==> src/rtl/imm_pkg.sv <==
// Shared definitions for the registered immediate generator.
// Provides ImmSrc codes, the buffered entry type and a legality helper.
package imm_pkg;

  localparam logic [2:0] IMM_I  = 3'b000;
  localparam logic [2:0] IMM_S  = 3'b001;
  localparam logic [2:0] IMM_B  = 3'b010;
  localparam logic [2:0] IMM_J  = 3'b011;
  localparam logic [2:0] IMM_U  = 3'b100;
  localparam logic [2:0] IMM_SH = 3'b101;

  localparam int XLEN_MAX = 64;

  typedef struct packed {
    logic [XLEN_MAX-1:0] imm;
    logic                err;
  } imm_ent_t;

  function automatic logic imm_src_legal(
    input logic [2:0] src
  );
    return src <= IMM_SH;
  endfunction

endpackage

==> src/rtl/imm_gen_pipe_decode.sv <==
// Combinational RV32I/RV64I immediate format decode (imm_decode).
// Ports: instr[31:7], src (ImmSrc) in; imm (XLEN), err out.
module imm_decode
  import imm_pkg::*;
#(
  parameter int XLEN    = 32,
  parameter int SHAMT_W = 5
) (
  input  logic [24:0]     instr,
  input  logic [2:0]      src,
  output logic [XLEN-1:0] imm,
  output logic            err
);

  // Re-base so field slices read like the ISA manual.
  logic [31:7] ir;
  assign ir = instr;

  always_comb begin
    imm = '0;
    err = 1'b0;
    unique case (1'b1)
      (src == IMM_I):
        imm = {{(XLEN-12){ir[31]}}, ir[31:20]};
      (src == IMM_S):
        imm = {{(XLEN-12){ir[31]}}, ir[31:25], ir[11:7]};
      (src == IMM_B):
        imm = {{(XLEN-13){ir[31]}}, ir[31], ir[7],
               ir[30:25], ir[11:8], 1'b0};
      (src == IMM_J):
        imm = {{(XLEN-21){ir[31]}}, ir[31], ir[19:12],
               ir[20], ir[30:21], 1'b0};
      // Size cast of a signed value sign-extends for RV64.
      (src == IMM_U):
        imm = XLEN'($signed({ir[31:12], 12'b0}));
      (src == IMM_SH):
        imm = {{(XLEN-SHAMT_W){1'b0}}, ir[20 +: SHAMT_W]};
      default:
        err = !imm_src_legal(src);
    endcase
  end

endmodule

==> src/rtl/imm_gen_pipe.sv <==
// Registered immediate generator with a 2-entry valid/ready skid buffer.
// Ports: clk, reset, flush, in_valid/in_ready, instr, ImmSrc,
//   out_valid/out_ready, ImmExt, imm_err; err_count if IMMGEN_STAT_EN.
module imm_gen_pipe
  import imm_pkg::*;
#(
  parameter int XLEN    = 32,
  parameter int SHAMT_W = 5
) (
  input  logic            clk,
  input  logic            reset,
  input  logic            flush,
  input  logic            in_valid,
  output logic            in_ready,
  input  logic [24:0]     instr,
  input  logic [2:0]      ImmSrc,
  output logic            out_valid,
  input  logic            out_ready,
  output logic [XLEN-1:0] ImmExt,
  output logic            imm_err
`ifdef IMMGEN_STAT_EN
  ,
  output logic [15:0]     err_count
`endif
);

  logic [XLEN-1:0] dec_imm;
  logic            dec_err;
  imm_ent_t        new_e;
  imm_ent_t        or_q;
  imm_ent_t        sr_q;
  logic            or_v;
  logic            sr_v;
  logic            accept;
  logic            drain;
  logic            unused_hi;

  imm_decode #(
    .XLEN    (XLEN),
    .SHAMT_W (SHAMT_W)
  ) u_dec (
    .instr (instr),
    .src   (ImmSrc),
    .imm   (dec_imm),
    .err   (dec_err)
  );

  assign new_e = '{imm: XLEN_MAX'(dec_imm), err: dec_err};

  // in_ready depends only on state, never on out_ready.
  assign in_ready  = !sr_v;
  assign accept    = in_valid && in_ready;
  assign drain     = or_v && out_ready;
  assign out_valid = or_v;
  assign ImmExt    = or_q.imm[XLEN-1:0];
  assign imm_err   = or_q.err;

  // Entry bits above XLEN are always zero.
  assign unused_hi = ^or_q.imm;

  always_ff @(posedge clk or posedge reset) begin
    if (reset) begin
      or_v <= 1'b0;
      sr_v <= 1'b0;
      or_q <= '0;
      sr_q <= '0;
    end else if (flush) begin
      or_v <= 1'b0;
      sr_v <= 1'b0;
    end else if (drain) begin
      if (sr_v) begin
        // in_ready was low, so nothing is accepted here.
        or_q <= sr_q;
        sr_v <= 1'b0;
      end else if (accept) begin
        or_q <= new_e;
      end else begin
        or_v <= 1'b0;
      end
    end else if (!or_v) begin
      if (accept) begin
        or_q <= new_e;
        or_v <= 1'b1;
      end
    end else if (accept) begin
      sr_q <= new_e;
      sr_v <= 1'b1;
    end
  end

`ifdef IMMGEN_STAT_EN
  always_ff @(posedge clk or posedge reset) begin
    if (reset) begin
      err_count <= '0;
    end else if (accept && !flush && dec_err
                 && err_count != 16'hFFFF) begin
      err_count <= err_count + 16'd1;
    end
  end
`endif

endmodule

==> config.mk <==
export PLATFORM = sky130hd
export DESIGN_NAME = imm_gen_pipe
export DESIGN_NICKNAME = d
export VERILOG_FILES = /design/src/rtl/imm_pkg.sv /design/src/rtl/imm_gen_pipe_decode.sv /design/src/rtl/imm_gen_pipe.sv
export SDC_FILE = /design/constraint.sdc
export NUM_CORES = 1
export LEC_CHECK = 0
export CAP_MARGIN = 20
export CORE_ASPECT_RATIO = 0.9
export CORE_MARGIN = 8
export CORE_UTILIZATION = 51
export DETAILED_ROUTE_END_ITERATION = 7
export PLACE_DENSITY_LB_ADDON = 0.25
export SYNTH_ARGS = -nofsm -noshare
export SYNTH_HDL_FRONTEND = slang
export SYNTH_SLANG_ARGS = --single-unit
==> constraint.sdc <==
create_clock -name clk -period 2.68 [get_ports clk]
set_clock_uncertainty 0.05 [all_clocks]
set_input_delay 0.536 -clock clk [delete_from_list [all_inputs] [get_ports clk]]
set_output_delay 0.536 -clock clk [all_outputs]
set_load 0.05 [all_outputs]
Yosys cells after proc, flatten, opt, wreduce, memory -nomap -nowiden --
Cells that the tools add are included.
Cells by class: $lt $le $gt $ge 1, bitwise operators 2, reductions and logical operators 12, mux-type cells 16, equality and inequality tests 8
Operators with widths (count):
- $mux W65 | 4
- $pmux W32 S6 | 1
- $mux W1 | 11
- $eq A3 B2 Y1 const B | 2
- $eq A3 B3 Y1 const B | 2
- $ne A3 B3 Y1 const B | 2
- $reduce_and A2 Y1 | 3
- $reduce_bool A3 Y1 | 2
- $reduce_or A6 Y1 | 1
- $reduce_and A4 Y1 | 1
- $eq A3 B1 Y1 const B | 1
- $le A3 B3 Y1 const B | 1
- $logic_not A3 Y1 | 1
- $logic_and A1 B1 Y1 | 2
- $logic_not A1 Y1 | 2
- $ne A2 B1 Y1 const B | 1
- $not A1 Y1 | 2
Storage, ports and cells: output and inout port bits 35, input port bits 33, word-level logic and storage cells 45, bits in registers 100

Depth between registers and ports, before layout --
Gate-level depths: netlist of the first run.
word-level depth 6, gate-level depth with buffers 6

Cells and area by module --
From an unflattened synthesis of the first run, not the netlist that was laid out.
Unflattened totals: cells, all modules 335, area, all modules 3836.2 um^2
By module, submodules not included:
- imm_gen_pipe | area an instance 3295.7 um^2, seq. area each 1701.6 um^2, cells each 253, times used 1
- imm_decode | area an instance 540.5 um^2, seq. area each 0.0 um^2, cells each 82, times used 1

Worst setup path after synthesis of the first run --
OpenSTA, ideal clock, no wires.
kind register -> register, start reg or_v, in the netlist out_valid, end reg sr_q[10] in the netlist's numbering, setup slack 659 ps, cell stages (with the launch flop) 5, data arrival time 1847 ps, period minus slack after synthesis 2021 ps, required time 2505 ps, cells stage by stage dfrtp_1 -> nand2_1 -> nor4_2 -> buf_2 -> mux2_2
Between the ends: longest elaborated chain between the ends 3
Ends and longest elaborated chain:
- start: declaration | line imm_gen_pipe.sv:32 | logic or_v;
- start signal: assignment | line imm_gen_pipe.sv:63 | or_v <= 1'b0;
- start signal: assignment | line imm_gen_pipe.sv:68 | or_v <= 1'b0;
- start signal: assignment | line imm_gen_pipe.sv:78 | or_v <= 1'b0;
- $logic_and A1 B1 Y1 | line imm_gen_pipe.sv:53 | assign drain = or_v && out_ready;
- $not A1 Y1 (no source line)
- $reduce_and A4 Y1 (no source line) (*)
- end signal: assignment | line imm_gen_pipe.sv:86 | sr_q <= new_e;
- end: declaration | line imm_gen_pipe.sv:31 | imm_ent_t sr_q;
Mark *: on every way between the ends. The rest lies on a longest branch, timed or not. A chain may end at the register's enable or synchronous reset.

Worst setup path in the final report of the first run --
start reg sr_v, end out in_ready
Between the ends: longest elaborated chain between the ends 1
Ends and longest elaborated chain:
- start: declaration | line imm_gen_pipe.sv:33 | logic sr_v;
- start signal: assignment | line imm_gen_pipe.sv:64 | sr_v <= 1'b0;
- start signal: assignment | line imm_gen_pipe.sv:69 | sr_v <= 1'b0;
- start signal: assignment | line imm_gen_pipe.sv:74 | sr_v <= 1'b0;
- $logic_not A1 Y1 | line imm_gen_pipe.sv:51 | assign in_ready = !sr_v;
- end: declaration | line imm_gen_pipe.sv:14 | output logic in_ready,
No other way between the ends.

==> results.json, run 1 <==
{
  "wire_per_inst_um": 17.2,
  "layout.nets": 427,
  "synth_compound_area_share_pct": 24.2,
  "synth_nets": 358,
  "whs_ns": 0.350,
  "htreeDepth": 3,
  "p_leak_nw": 1.73,
  "dr.pass1.iters": 4,
  "ioPinCount": 68,
  "clockPowerShare_pct": 22.8,
  "dieArea_um2": 9210,
  "setup_ws_ns": 0.359,
  "cts_hold_buf": 0,
  "cts_resized": 0,
  "ant_nets": 0,
  "cts_tree": "done",
  "dp_hpwl_um": 5730,
  "grt_pass1_wl_um": 13900,
  "clock-sinks": 68,
  "synth_xor_xnor_area_share_pct": 0,
  "cpLargestDelayFamily": "buffers and inverters",
  "tightest_slew_ns": 0.734,
  "hold_viol": 0,
  "cts_buffer_depth": 2,
  "netlist_area_um2": 3260,
  "cp.depth": 2,
  "reg2reg_slack_ns": 0.92,
  "first_global_vias": 2841,
  "areaGrowthSynthToFinish_pct": 30.5,
  "fmax_mhz": 431,
  "place.gp.congestion": 0.842,
  "p_comb_share_pct": 34.4,
  "hp-class": "in2async",
  "fp.dieH_um": 91.9,
  "first_iter_violations": 171,
  "powerDensity_nw_per_um2": 753,
  "finalCriticalPeriod_ns": 2.32,
  "worstPathArrival_ns": 1.74,
  "slew_viol_final": 0,
  "ff2ff_path_depth": 5,
  "initial_core_util_pct": 53.1,
  "vias_per_cell": 5.76,
  "seq_area_frac_synth_pct": 52.2,
  "drv_cap": 0,
  "grt_max_degree": 37,
  "placed_area_um2": 4090,
  "fp-row-count": 27,
  "synthSimpleGateAreaFrac_pct": 10.8,
  "worstSetupEndpointType": "output port",
  "clk_pin_slew_ns": 0.07,
  "dp_worst_setup_slack_ns": 0.254,
  "antenna_found_initial": 0,
  "p_sw_w": 0.00116,
  "setup_viol": 0,
  "timing.slew.headroom_pct": 51.0,
  "critPathLaunchType": "flop",
  "power.internal_w": 0.00204,
  "ys_ff_latch": 68,
  "crit_fanout": 6,
  "yosys.cell_types.count": 34,
  "vdd_drop_max_mv": 0.467,
  "synth_top_family_by_area": "compound AO/OA/AOI/OAI gates",
  "period_share_pct": 86.6,
  "vias": 2794,
  "dp_cells": 470,
  "clock_latency_ns": 0.34,
  "tns_ns": 0,
  "numCtsBuffers": 9,
  "run_status": "finished clean",
  "crit_slowest_cell": "clkdlybuf4s50_1",
  "crit_chain": "inv_1, clkdlybuf4s50_1",
  "cts_setup_buffers": 0,
  "drive_above_1_share_pct": 16.6,
  "cts-root-buf": "clkbuf_8",
  "avgSynthCellArea_um2": 10.0,
  "grt_remaining_overflow": 0,
  "path_buf_inv": 2,
  "synthAdderAreaFrac_pct": 0,
  "synth_cells": 325,
  "muxShareOfSynthArea_pct": 8.55,
  "share_seq_of_total_power_pct": 42.8,
  "r2r_end": "ImmExt[14]",
  "cp_slowest_stage_delay_ns": 0.81,
  "yosysWarnings": 0,
  "dieWidth_um": 100,
  "port_buffers": 67,
  "core_um2": 6150,
  "path_class": "reg2out",
  "finalNonFillerCells": 485,
  "drc_errors": 0,
  "wl_um": 8360,
  "grtUsageTotal_pct": 18.9,
  "swShare_pct": 36.3,
  "antenna_cells": 0,
  "r2r_start": "out_valid",
  "worstPathRequired_ns": 2.09,
  "fin_area_um2": 4260,
  "rsz0062_at_grt": "no"
}
Yosys cell counts (all sizes together):
library cell	n	area (um2)
or3	1	6.26
mux2	23	259
a221oi	1	8.76
nor2b	11	68.8
inv	5	18.8
o22a	8	70.1
nor4	1	12.5
o22ai	27	169
mux2i	2	20.0
or4	1	7.51
nor3	2	10.0
o21a	8	60.1
nor2	17	63.8
a22oi	4	30.0
a211o	1	8.76
nand2	34	128
and3b	1	8.76
o21ai	15	75.1
nand3	6	35.0
dfrtp	68	1700
nand2b	1	6.26
a21oi	37	185
o221a	6	67.6
a211oi	2	20.0
clkbuf	15	57.6
a31oi	15	93.8
buf	12	63.8
and2	1	6.26
layer usage:
layer  track usage (%)  up-vias  wire length, um
met4              7.17        0              143
li1                  -     1336                -
met1              23.7     1351             3700
met3              6.72       15              593
met5                 0        -                0
met2              29.4       92             3930
power groups by stage:
stage / Clock (W) / Sequential [W] / Combinational, W
CTS: 0.000747 / 0.00137 / 0.00111
floorplan: 0 / 0.00174 / 0.000360
global route: 0.000793 / 0.00140 / 0.00118
finish: 0.000731 / 0.00137 / 0.00110
global placement: 0 / 0.00138 / 0.00108
detailed placement: 0 / 0.00139 / 0.00111
per-stage QoR:
step | utilization [%] | power, W
2_1_floorplan | - | 0.00210
3_3_place_gp | 66.5 | 0.00246
3_5_place_dp | 66.5 | 0.00249
4_1_cts | 69.2 | 0.00323
5_1_grt | 69.2 | 0.00336
6_report | 69.2 | 0.00320
worst max path at each step:
stage | end | slack, ns | start
2_1_floorplan | ImmExt[0] | 0.38 | reset
3_3_place_gp | ImmExt[14] | 0.32 | out_ready
3_5_place_dp | ImmExt[18] | 0.25 | out_ready
4_1_cts | in_ready | 0.33 | sr_v
5_1_grt | in_ready | 0.28 | sr_v
6_report | in_ready | 0.36 | sr_v
sequential cells by signal (all words and copies together) (netlist names):
| signal | count |
|---|---|
| imm_err | 1 |
| sr_v | 1 |
| ImmExt | 32 |
| out_valid | 1 |
| sr_q | 33 |
cell type report:
type	count	area (um2)
timing repair buffer	85	818
tap	87	109
multi-input combinational	225	1440
clock inverter	4	26.3
clock buffer	11	141
fill	498	1890
sequential	68	1700
inverter	5	18.8
worst reg2reg max path, delay by kind of cell (launching register included):
| family | cells | cell delay (ns) |
|---|---|---|
| compound gates | 2 | 0.32 |
| flops | 1 | 0.44 |
| simple gates | 2 | 0.59 |
| buf+inv | 1 | 0.24 |
cells by family (layout without fill, tap and decap cells):
| logic type | Yosys count | in the layout |
|---|---|---|
| AOI/OAI and AO/OA | 124 | 124 |
| and+or+nand+nor | 76 | 76 |
| DFF | 68 | 68 |
| buffers and inverters | 32 | 105 |
| muxes | 25 | 25 |
cells in the final DEF, fill, tap and decap left out, types with 2 or more instances in the layout:
| cell type | Yosys | routed |
|---|---|---|
| a22oi_1 | 4 | 4 |
| clkdlybuf4s50_1 | 0 | 67 |
| mux2_2 | 23 | 23 |
| clkbuf_8 | 0 | 10 |
| o21ai_0 | 14 | 14 |
| mux2i_1 | 2 | 2 |
| nor2_1 | 17 | 17 |
| o22ai_1 | 27 | 27 |
| nand2_1 | 34 | 34 |
| nand3_1 | 5 | 5 |
| inv_1 | 5 | 4 |
| a31oi_1 | 15 | 15 |
| o22a_1 | 8 | 8 |
| a21oi_1 | 37 | 37 |
| dfrtp_1 | 68 | 68 |
| o221a_2 | 6 | 6 |
| clkinv_2 | 0 | 2 |
| buf_4 | 0 | 17 |
| o21a_1 | 8 | 8 |
| nor2b_1 | 11 | 11 |
Power figures use the tool's default switching activity.
==> run 2, diff against run 1 <==
- ABC_CLOCK_PERIOD_IN_PS: not set -> 2680
- CORE_MARGIN: 8 -> not set
==> run 2 against run 1 <==
Effect of this change:
- global-route usage grew 8.3 points
- sequential power is essentially flat
- combinational power is essentially flat
- cell area grew 2.1%
- critical endpoint unchanged
- sequential share of layout area shrank 0.82 points
- critical path depth is the same
- highest routed layer unchanged
- core utilization grew 1.4 points
- clock power grew 52%
- cell count is the same
- die area shrank 27%
- hold slack gained 0.087 ns
- clock-buffer cell count shrank 1
==> results.json, run 2 (synthesis gave the netlist of run 1 again) <==
{
  "vias_per_cell": 5.98,
  "vdd_drop_max_mv": 0.539,
  "wire_per_inst_um": 17.4,
  "cts_setup_buffers": 0,
  "critPathLaunchType": "flop",
  "crit_fanout": 6,
  "clock_latency_ns": 0.34,
  "port_buffers": 67,
  "period_share_pct": 86.7,
  "worstPathRequired_ns": 2.09,
  "crit_slowest_cell": "clkdlybuf4s50_1",
  "clk_pin_slew_ns": 0.07,
  "cts_tree": "done",
  "drv_cap": 0,
  "dp_worst_setup_slack_ns": 0.226,
  "cts_hold_buf": 0,
  "wl_um": 8450,
  "drc_errors": 0,
  "htreeDepth": 3,
  "antenna_found_initial": 0,
  "tns_ns": 0,
  "path_buf_inv": 2,
  "fp.dieH_um": 77.9,
  "dp_hpwl_um": 5460,
  "slew_viol_final": 0,
  "first_iter_violations": 225,
  "placed_area_um2": 4080,
  "worstPathArrival_ns": 1.74,
  "place.gp.congestion": 0.837,
  "dieArea_um2": 6720,
  "cts_resized": 0,
  "p_sw_w": 0.00119,
  "finalNonFillerCells": 485,
  "fp-row-count": 27,
  "first_global_vias": 2884,
  "setup_viol": 0,
  "final_common_cell": "dfrtp_1",
  "grt_pass1_wl_um": 14000,
  "p_comb_share_pct": 30.7,
  "seq_area_um2": 1700,
  "worstSetupEndpointType": "output port",
  "cpLargestDelayFamily": "buffers and inverters",
  "cts-root-buf": "clkbuf_8",
  "setup_ws_ns": 0.356,
  "ant_nets": 0,
  "power.internal_w": 0.00240,
  "grtUsageTotal_pct": 27.3,
  "dieWidth_um": 86.3,
  "finalCriticalPeriod_ns": 2.32,
  "numCtsBuffers": 9,
  "regMostFlops": "sr_q",
  "areaGrowthSynthToFinish_pct": 33.2,
  "swShare_pct": 33.1,
  "clockPowerShare_pct": 30.9,
  "layout_common_cells": "dfrtp_1, clkdlybuf4s50_1, a21oi_1",
  "multi_input_area_um2": 1440,
  "timing.slew.headroom_pct": 44.1,
  "fill_cells": 492,
  "cp_slowest_stage_delay_ns": 0.81,
  "drive_above_1_share_pct": 16.6,
  "initial_core_util_pct": 53.1,
  "hp-class": "reg2reg",
  "hold_viol": 0,
  "path_class": "reg2out",
  "cts_buffer_depth": 2,
  "tightest_slew_ns": 0.835,
  "layout.nets": 426,
  "powerDensity_nw_per_um2": 825,
  "fin_area_um2": 4350,
  "dp_cells": 469,
  "grt_remaining_overflow": 0,
  "fmax_mhz": 430,
  "p_leak_nw": 1.77,
  "core_um2": 6150,
  "dr.pass1.iters": 5,
  "crit_chain": "inv_1, clkdlybuf4s50_1",
  "largest_reg_flops": 33,
  "rsz0062_at_grt": "no",
  "grt_max_degree": 69,
  "vias": 2898,
  "ioPinCount": 68,
  "antenna_cells": 0,
  "share_seq_of_total_power_pct": 38.3,
  "clock-sinks": 68,
  "run_status": "finished clean"
}
[run 2: changes by cell type in the layout (fill, tap and decap cells not counted), sizes merged]
cell,delta
clkbuf,-1
bufinv,+4
clkinv,-2
buf,-1
[run 2: worst register-to-register path, cell delays in order (launching register included)]
cell and delay [ns]:
dfrtp_1 0.46, nand2b_1 0.26, buf_4 0.21, nor2_1 0.66, a31oi_1 0.18
[run 2: path summary, 6_finish.rpt]
kind | start | end | slack, ns | depth (start not counted)
max | sr_v | in_ready | 0.36 | 2
min | sr_q[12] | sr_q[12] | 0.44 | 2
max reg2reg | sr_v | ImmExt[26] | 0.72 | 4
min reg2reg | sr_q[12] | sr_q[12] | 0.44 | 2
max in group asynchronous | reset | sr_q[1] | 1.76 | 3
min in group asynchronous | reset | ImmExt[25] | 0.53 | 3
[run 2: area by class of cell]
type / instances / area share, %
Clock buffer: 10 / 2.94
Clock inverter: 6 / 3.14
Inverter: 5 / 0.432
Multi-Input combinational cell: 225 / 33.2
Sequential cell: 68 / 39.2
Tap cell: 87 / 2.51
Timing Repair Buffer: 84 / 18.7
[run 2: power by group through the flow]
stage / Combinational (W) / Clock (W) / Sequential, W
floorplan: 0.000360 / 0 / 0.00174
CTS: 0.00111 / 0.00113 / 0.00137
detailed placement: 0.00110 / 0 / 0.00139
finish: 0.00110 / 0.00111 / 0.00137
global route: 0.00117 / 0.00116 / 0.00140
global placement: 0.00107 / 0 / 0.00138
[run 2: per-layer routing]
layer	track usage, %	vias up	share of wire (%)
met5	0	-	0
met4	10.3	0	1.5
met3	6.91	18	7.0
met2	44.1	141	49
met1	35.3	1408	43
li1	-	1331	-
[run 2: stage by stage]
step / utilization (%) / total power (W) / hold WS, ns
after detailed placement: 66.4 / 0.00249 / 0.421
final: 70.7 / 0.00359 / 0.437
after floorplan: - / 0.00210 / 0.396
after CTS: 70.7 / 0.00361 / 0.437
after global placement: 66.4 / 0.00245 / 0.412
after global routing: 70.7 / 0.00373 / 0.468
